<file path="src/rtl/seq_alu.sv">
// seq_alu: registered ALU with single-cycle arithmetic/logic ops
// and iterative shift-add multiply / restoring divide.
module seq_alu #(
  parameter int BW = 16,
  parameter int CW = 5
) (
  input  logic          clk,
  input  logic          rst,
  input  logic          start,
  input  logic [BW-1:0] A,
  input  logic [BW-1:0] B,
  input  logic [3:0]    sel,
  output logic          ready,
  output logic          done,
  output logic [BW-1:0] dout,
  output logic [BW-1:0] dout_hi,
  output logic          V,
  output logic          C,
  output logic          Z,
  output logic          DZ
);

  typedef enum logic [1:0] {
    S_IDLE,
    S_MUL,
    S_DIV
  } state_t;

  state_t          state;
  logic [CW-1:0]   cnt;
  logic [BW-1:0]   opa;
  logic [BW-1:0]   opb;
  logic [2*BW-1:0] prod;
  logic [BW-1:0]   quo;
  logic [BW-1:0]   rem;
  logic            rem_op;

  logic [BW-1:0]   y;
  logic            cin;
  logic [BW:0]     sum;
  logic [BW-1:0]   sc_res;
  logic            sc_v;
  logic            sc_c;
  logic            sc_dz;
  logic            is_mul;
  logic            is_div;

  logic [BW:0]     madd;
  logic [2*BW-1:0] prod_nx;
  logic [BW:0]     shl;
  logic [BW:0]     diff;
  logic            ge;
  logic [BW-1:0]   rem_nx;
  logic [BW-1:0]   quo_nx;
  logic [BW-1:0]   div_res;
  logic            last;

  // Single-cycle datapath: adder operand select, logic ops, divide-by-zero
  always_comb begin
    y      = '0;
    cin    = sel[0];
    sc_res = '0;
    sc_v   = 1'b0;
    sc_c   = 1'b0;
    sc_dz  = 1'b0;
    unique case (sel[2:1])
      2'b00: y = '0;
      2'b01: y = B;
      2'b10: y = ~B;
      2'b11: y = '1;
    endcase
    sum = {1'b0, A} + {1'b0, y} + {{BW{1'b0}}, cin};
    if (!sel[3]) begin
      sc_res = sum[BW-1:0];
      sc_c   = sum[BW];
      sc_v   = (A[BW-1] == y[BW-1]) && (sum[BW-1] != A[BW-1]);
    end else begin
      unique case (sel[2:0])
        3'b000: sc_res = A & B;
        3'b010: sc_res = A | B;
        3'b100: sc_res = A ^ B;
        3'b110,
        3'b111: sc_res = ~A;
        3'b011: begin
          sc_res = '1;
          sc_dz  = 1'b1;
        end
        3'b101: begin
          sc_res = A;
          sc_dz  = 1'b1;
        end
        default: sc_res = '0;
      endcase
    end
  end

  // Opcode classification for the idle dispatcher
  always_comb begin
    is_mul = (sel == 4'b1001);
    is_div = (sel == 4'b1011) || (sel == 4'b1101);
  end

  // One multiply step and one restoring-divide step per cycle
  always_comb begin
    madd    = {1'b0, prod[2*BW-1:BW]}
            + (prod[0] ? {1'b0, opa} : {(BW+1){1'b0}});
    prod_nx = {madd, prod[BW-1:1]};
    shl     = {rem, quo[BW-1]};
    diff    = shl - {1'b0, opb};
    ge      = !diff[BW];
    rem_nx  = ge ? diff[BW-1:0] : shl[BW-1:0];
    quo_nx  = {quo[BW-2:0], ge};
    div_res = rem_op ? rem_nx : quo_nx;
    last    = (cnt == CW'(BW-1));
  end

  // Control FSM with registered results and flags
  always_ff @(posedge clk or posedge rst) begin
    if (rst) begin
      state   <= S_IDLE;
      cnt     <= '0;
      opa     <= '0;
      opb     <= '0;
      prod    <= '0;
      quo     <= '0;
      rem     <= '0;
      rem_op  <= 1'b0;
      ready   <= 1'b1;
      done    <= 1'b0;
      dout    <= '0;
      dout_hi <= '0;
      V       <= 1'b0;
      C       <= 1'b0;
      Z       <= 1'b0;
      DZ      <= 1'b0;
    end else begin
      done <= 1'b0;
      unique case (state)
        S_IDLE: begin
          if (start) begin
            if (is_mul) begin
              opa   <= A;
              prod  <= {{BW{1'b0}}, B};
              cnt   <= '0;
              ready <= 1'b0;
              state <= S_MUL;
            end else if (is_div && (B != '0)) begin
              opb    <= B;
              quo    <= A;
              rem    <= '0;
              rem_op <= sel[2];
              cnt    <= '0;
              ready  <= 1'b0;
              state  <= S_DIV;
            end else begin
              dout    <= sc_res;
              dout_hi <= '0;
              V       <= sc_v;
              C       <= sc_c;
              Z       <= (sc_res == '0);
              DZ      <= sc_dz;
              done    <= 1'b1;
            end
          end
        end
        S_MUL: begin
          prod <= prod_nx;
          if (last) begin
            cnt     <= '0;
            dout    <= prod_nx[BW-1:0];
            dout_hi <= prod_nx[2*BW-1:BW];
            V       <= (prod_nx[2*BW-1:BW] != '0);
            C       <= 1'b0;
            Z       <= (prod_nx[BW-1:0] == '0);
            DZ      <= 1'b0;
            done    <= 1'b1;
            ready   <= 1'b1;
            state   <= S_IDLE;
          end else begin
            cnt <= cnt + CW'(1);
          end
        end
        S_DIV: begin
          rem <= rem_nx;
          quo <= quo_nx;
          if (last) begin
            cnt     <= '0;
            dout    <= div_res;
            dout_hi <= '0;
            V       <= 1'b0;
            C       <= 1'b0;
            Z       <= (div_res == '0);
            DZ      <= 1'b0;
            done    <= 1'b1;
            ready   <= 1'b1;
            state   <= S_IDLE;
          end else begin
            cnt <= cnt + CW'(1);
          end
        end
        default: begin
          cnt   <= '0;
          ready <= 1'b1;
          state <= S_IDLE;
        end
      endcase
    end
  end

endmodule

</file>
<file path="config.mk">
export PLATFORM = sky130hd
export DESIGN_NAME = seq_alu
export DESIGN_NICKNAME = d
export VERILOG_FILES = /design/src/rtl/seq_alu.sv
export SDC_FILE = /design/constraint.sdc
export NUM_CORES = 1
export LEC_CHECK = 0
export ABC_AREA = 1
export BUFFER_PORTS_ARGS = -buffer_cell sky130_fd_sc_hd__buf_2
export CELL_PAD_IN_SITES_DETAIL_PLACEMENT = 0
export CELL_PAD_IN_SITES_GLOBAL_PLACEMENT = 1
export CORE_AREA = 2 2 153 155
export DETAILED_ROUTE_END_ITERATION = 10
export DIE_AREA = 0 0 155 157
export PLACE_DENSITY_LB_ADDON = 0.1
export SLEW_MARGIN = 15
export SYNTH_ARGS = -nofsm -noshare
export SYNTH_HDL_FRONTEND = slang
export SYNTH_SLANG_ARGS = --single-unit
</file>
<file path="constraint.sdc">
create_clock -name clk -period 11 [get_ports clk]
set_input_delay 0.55 -clock clk [delete_from_list [all_inputs] [get_ports clk]]
set_output_delay 0.55 -clock clk [all_outputs]
set_load 0.05 [all_outputs]
</file>
# Word level (Yosys, flattened, before mapping)
# Cells that the tools add are included.
# W data, S select, Z words.
# word_totals
romBits,0
register_bits,142
mem_count,0
latchBits,0
elab_cells,153
ramBits,0
# classes
n_reduce_logical,27
n_div,0
n_eq_ne,26
bitwise,6
shifts,0
order_cmp,0
mux,73
add_sub_neg,5
mul,0
# ops
cell,count
$mux W16,20
$pmux W16 S3,2
$pmux W16 S6,1
$mux W32,2
$pmux W16 S2,2
$pmux W16 S4,1
$pmux W32 S2,1
$logic_not A16 Y1,3
$add A16 B16 Y17,2
$not A16 Y16,2
$reduce_bool A16 Y1,2
$mux W1,28
$mux W5,4
$add A17 B1 Y17,1
$sub A17 B16 Y17,1
$and A16 B16 Y16,1
$or A16 B16 Y16,1
$xor A16 B16 Y16,1
$ne A2 B2 Y1 const B,7
$eq A3 B3 Y1 const B,4
$eq A4 B4 Y1 const B,3
$pmux W5 S2,1
$reduce_and A3 Y1,3
$mux W2,4
other kinds (25),40

# Longest topological paths before layout
# logic_depth
depth_word,11
ltp_mapped,25

# Worst setup path after synthesis
# OpenSTA, ideal clock, no wires.
# synth_path
path_kind,in2reg
from,in sel[1]
to,reg Z
t_arrival_ns,2.900
setup_ns,0.118
path_slack_ns,7.982
path_stages,25
path_cell_list,buf_2 -> inv_1 -> nand2_1 -> o21ai_0 -> fa_1 -> inv_1 -> fa_1 -> nand2_1 -> nand2_1 -> nand2_1 -> nand2_1 -> nand2_1 -> nand2_1 -> a21oi_1 -> o21ai_0 -> nand2_1 -> nand2_1 -> o21ai_0 -> inv_1 -> nand2_1 -> nor2_1 -> nand3_1 -> nand2_1 -> nand2_1 -> nand2_1
# synth_between
elab_chain_len,10
elab_cells_between_ends,30
# synth_lines
item,line,source
from (decl),12,"input logic [3:0] sel,"
$eq A2 B2 Y1 (tied with other cells),66,unique case (sel[2:1])
$pmux W16 S4,66,
$add A16 B16 Y17,72,"sum = {1'b0, A} + {1'b0, y} + {{BW{1'b0}}, cin};"
$add A17 B1 Y17,72,
$mux W16,73,if (!sel[3]) begin
$logic_not A16 Y1,160,Z <= (sc_res == '0);
$mux W1,147,end else if (is_div && (B != '0)) begin
$mux W1,141,if (is_mul) begin
$mux W1,140,if (start) begin
$pmux W1 S3,138,unique case (state)
to (signal assigned),160,
to (signal assigned),174,Z <= (prod_nx[BW-1:0] == '0);
to (signal assigned),192,Z <= (div_res == '0);
to (decl),19,"output logic Z,"
# Several ways; a longest one is shown, not always the timed one. The select of a mux whose other input is x is not followed.
# A chain may end at the register's enable or synchronous reset.

# Final worst setup path
# layout_path
from,in sel[1]
to,reg rem[8]
# layout_between
elab_chain_len,5
elab_cells_between_ends,8
# layout_lines
item,line,source
$eq A4 B4 Y1,100,is_div = (sel == 4'b1011) || (sel == 4'b1101);
$logic_or A1 B1 Y1,100,
$logic_and A1 B1 Y1,147,
$ne A2 B2 Y1 (no source line),--,
$reduce_and A4 Y1 (no source line) *,--,
to (signal assigned),184,rem <= rem_nx;
to (decl),35,logic [BW-1:0] rem;
# Mark *: on every way between the ends. The rest lies on a longest branch, timed or not.

==> results <==
- Setup violations remaining at the end of the flow were counted as 0.
- The maximum fanout encountered on the critical timing path is 49.
- The power density of the placed cells is 296 mW/mm².
- The flow ran to the end, and the final reports show no timing, DRC or antenna violations.
- The violation count after the first detailed-routing iteration is 972.
- The synthesis-to-layout area growth is 10.7%.
- The worst setup path category is input port to register.
- The die outline height is 157 µm.
- In this run the remaining antenna-violating nets after routing total 0.
- The diode insertion count for antenna repair is 0.
- The final hold slack is 0.200 ns.
- The kind of capture point of the worst setup path is a register.
- Of the cells placed in the final design, the portion with a size suffix greater than 1 is 9.59%.
- The final weighted congestion in routability-driven placement is 0.936.
- When the netlist entered floorplanning its net count stood at 1666.
- The worst voltage drop across the vdd grid is 105 µV.
- The count of unique library cells instantiated by Yosys is 48.
- The area of the core is 0.0225 mm².
- The count of warnings emitted by yosys is 0.
- The tree built by TritonCTS fans out to 142 sinks.
- The most area-hungry cell type in the Yosys netlist is sky130_fd_sc_hd__dfrtp_1.
- The logic gate share of total power is 57.8%.
- In this run the tightest slew margin relative to its limit is 35.5%.
- After synthesis the netlist holds a flip-flop and latch count of 142.
- In the synthesized netlist the async set-or-reset flop fraction comes to between 90% and 100%.
- The floorplan die area is around 0.024 mm².
- The via count of the first global-routing pass is roughly 9800.
- The worst hold path belongs to the class input port to asynchronous set/reset pin.
- The clock-pin transition on the worst setup and hold timing paths is 0.06 ns.
- In the synthesized netlist the dominant register cell turns out to be sky130_fd_sc_hd__dfrtp_1.
- Counting along the longest clock path gives a buffer depth of 2.
- The count of vias placed by the detailed router is about 10000.
- The later pin in the worst-skew pair is clocked with a latency of ~0.43 ns.
- The number of hold-slack violations in the final timing report came to 0.
- Prior to clock tree synthesis, the placed netlist has a worst setup slack of 7.21 ns.
- The delay of the slowest cell on the worst path is 0.51 ns.
- The post-CTS setup buffer count is 0.
- The first global-routing pass estimated 53.5 mm of wire.
- The sequential area share after synthesis is around a third.
- After synthesis, the mean cell area works out to 6.95 µm².
- Sequential cells account for 25.1% of the total power.
- The site row count is 55.
- For this run, the total global-route usage over all layers was measured as 28.5%.
- The minimum clock period after layout is 3.47 ns.
- The final standard cell count with taps included and fillers excluded is 1880.
- For this design, the CTS-stage hold fixing added 0 buffers.
- The number of buffers inserted during clock tree synthesis is 17.
- The number of H-tree levels is 4.
- The final max-slew violation count is 0.
- The internal power component is 1.69 mW.
- The leakage power summed over all cells is 6.18 nW.
- In this run the clock root is driven by a sky130_fd_sc_hd__clkbuf_16.
- For the worst setup path, the data required time is approximately 11 ns.
- The share of the synthesized area in the top cell type is 33.0%.
- The mean number of vias per cell is ~5.5.
- Entering global routing, the biggest net connects 79 pins.
- The initial antenna violation count came to 0.
- The dominant cell by count in the synthesized netlist is sky130_fd_sc_hd__nand2_1.
- Summing every instance area after synthesis gives approximately 0.011 mm².
- The post-detailed-routing wire length is between 30 and 40 mm.
- The clock network fraction of design power is 17.1%.
- Data on the critical path arrives at its endpoint at 3.79 ns.
- The part of the cycle the worst path needs is 31.5%.
- The area of combinational cells with multiple inputs is 0.00617 mm².
- The number of detailed-routing iterations run before antenna repair is 8.
- Setup repair after global routing left no endpoint under its margin.
- Setup slack on the critical path of the routed design comes to 7.53 ns.
- The wire-length estimate of the detail-placed layout is ~26 mm.
- The achievable frequency is 288 MHz.
- The number of max-cap violations is 0.
- The critical path goes through buf_2 > inv_1 > nor2_1 > nand2_1 > a21oi_1 > nand2_1 > inv_1 > nand3_2 > nand2_1 > buf_4 > nand2_1 > o22ai_1.
- The total congestion overflow after global routing is 0.
- Sorting the synthesized cells by how often they occur yields sky130_fd_sc_hd__nand2_1, sky130_fd_sc_hd__inv_1, sky130_fd_sc_hd__o21ai_0.
- Including well taps, the total number of placed cells is 1848.
- The critical path startpoint category is an input port.
- TritonCTS built the clock tree.
- The net count reported at finish is 1709.
- Gates resized during post-CTS repair numbered 0.
- The count of flip-flops with a built-in enable after synthesis is 0.
- The I/O pin total is 77.
- The library cell appearing most often on the critical path is sky130_fd_sc_hd__nand2_1.
- The switching portion of total power is 51.7%.
- In the routed design, unresolved DRC markers number 0.
- The setup slack of the worst register-to-register path is 7.57 ns.
- For this configuration, the core starts out at a cell density of 47.5%.
- Input and output buffers added on the ports amount to 76.
- Across the whole layout, storage elements account for around 0.0036 mm².
- The slowest stage of the critical path belongs to the cell sky130_fd_sc_hd__nand3_2.
- By area the synthesized netlist is led by sky130_fd_sc_hd__dfrtp_1, sky130_fd_sc_hd__nand2_1, sky130_fd_sc_hd__ha_1.
- The horizontal extent of the die is 155 µm.
- Between clock sinks in the finished design, the worst skew comes to 0.0183 ns.
- The number of fill cells is about 2300.
- The detailed-route wire length per cell is between 15 and 20 µm.
- The switching power is 1.81 mW.
- The cell count after synthesis came out at 1539.
- For the pin with the worst max-slew slack, the measured transition is 0.966 ns.
- Adding up every negative setup slack in the final design gives 0 ns.
## per-layer routing
layer,track usage [%],vias up,share of wire [%]
li1,-,5146,-
met1,40.7,4827,48
met2,44.7,349,44
met3,4.43,38,6.3
met4,8.60,0,2.4
met5,0,-,0
## placed cells by master (no fill, tap or decap), drive strengths merged, types with 5 or more instances in the layout
master	synthesis	routed
o2111ai	6	6
nand2	506	506
xor2	16	16
dfrtp	141	141
o211ai	11	11
nor2	77	77
o21ai	167	167
xnor2	5	5
nand4	13	13
o221ai	5	5
nor3	15	15
a21oi	72	72
clkbuf	39	19
clkinv	1	7
o22ai	13	13
o21bai	8	8
buf	20	83
or2	7	7
a22o	5	5
nand3	82	82
inv	189	193
a31oi	27	27
ha	84	84
## critical path: cells and delay by family
kind            cells  cell delay [ns]
simple gates        6             1.71
compound gates      2             0.57
buf+inv             4             0.94
## power groups by stage
stage          clock network [mW]  registers, mW  logic [mW]
3_5_place_dp                    0          0.884        2.00
4_1_cts                     0.604          0.878        2.01
3_3_place_gp                    0          0.881        2.00
2_1_floorplan                   0          0.965        1.42
5_1_grt                     0.625          0.906        2.27
6_report                    0.599          0.880        2.02
## layout make-up
type	instances	area share [%]
clock inverter	13	1.30
inverter	190	6.07
timing repair buffer	83	3.66
sequential	142	30.0
tap	285	3.01
multi-input combinational	1148	52.2
clock buffer	19	3.74
## final timing paths
kind | startpoint | end | cells past startpoint
min in group clk | A[2] | quo[2] | 3
max | sel[1] | rem[8] | 12
min | rst | dout[4] | 2
min reg2reg | dout_hi[0] | dout_hi[0] | 2
max in group asynchronous | rst | prod[0] | 3
max reg2reg | state[0] | prod[31] | 10
## state kept, by name, indices dropped and copies added, names as in the netlist
| name | flops |
|---|---|
| quo | 16 |
| done | 1 |
| dout_hi | 16 |
| C | 1 |
| DZ | 1 |
| rem_op | 1 |
| V | 1 |
| cnt | 5 |
| ready | 1 |
| Z | 1 |
| dout | 16 |
| state | 2 |
| opa | 16 |
| rem | 16 |
| prod | 32 |
| opb | 16 |
## per-stage QoR
| step | total power [mW] | area, µm² | utilization, % |
|---|---|---|---|
| floorplan | 2.38 | 10700 | - |
| global placement | 2.88 | 11200 | 49.9 |
| detailed placement | 2.89 | 11200 | 49.9 |
| CTS | 3.50 | 11800 | 52.6 |
| global route | 3.80 | 11800 | 52.6 |
| finish | 3.50 | 11800 | 52.6 |
## cell families (layout without fill, tap and decap cells)
group	Yosys count	count (layout)	share of synthesized area, %
xor gates and xnor gates	21	21	1.72
adders and majority gates	88	88	10.6
DFF	142	142	33.2
AOI/OAI and AO/OA	328	328	17.4
and+or+nand+nor	711	711	28.1
buffers and inverters	249	305	9.02
No activity file was read; power rests on OpenSTA's default activity.
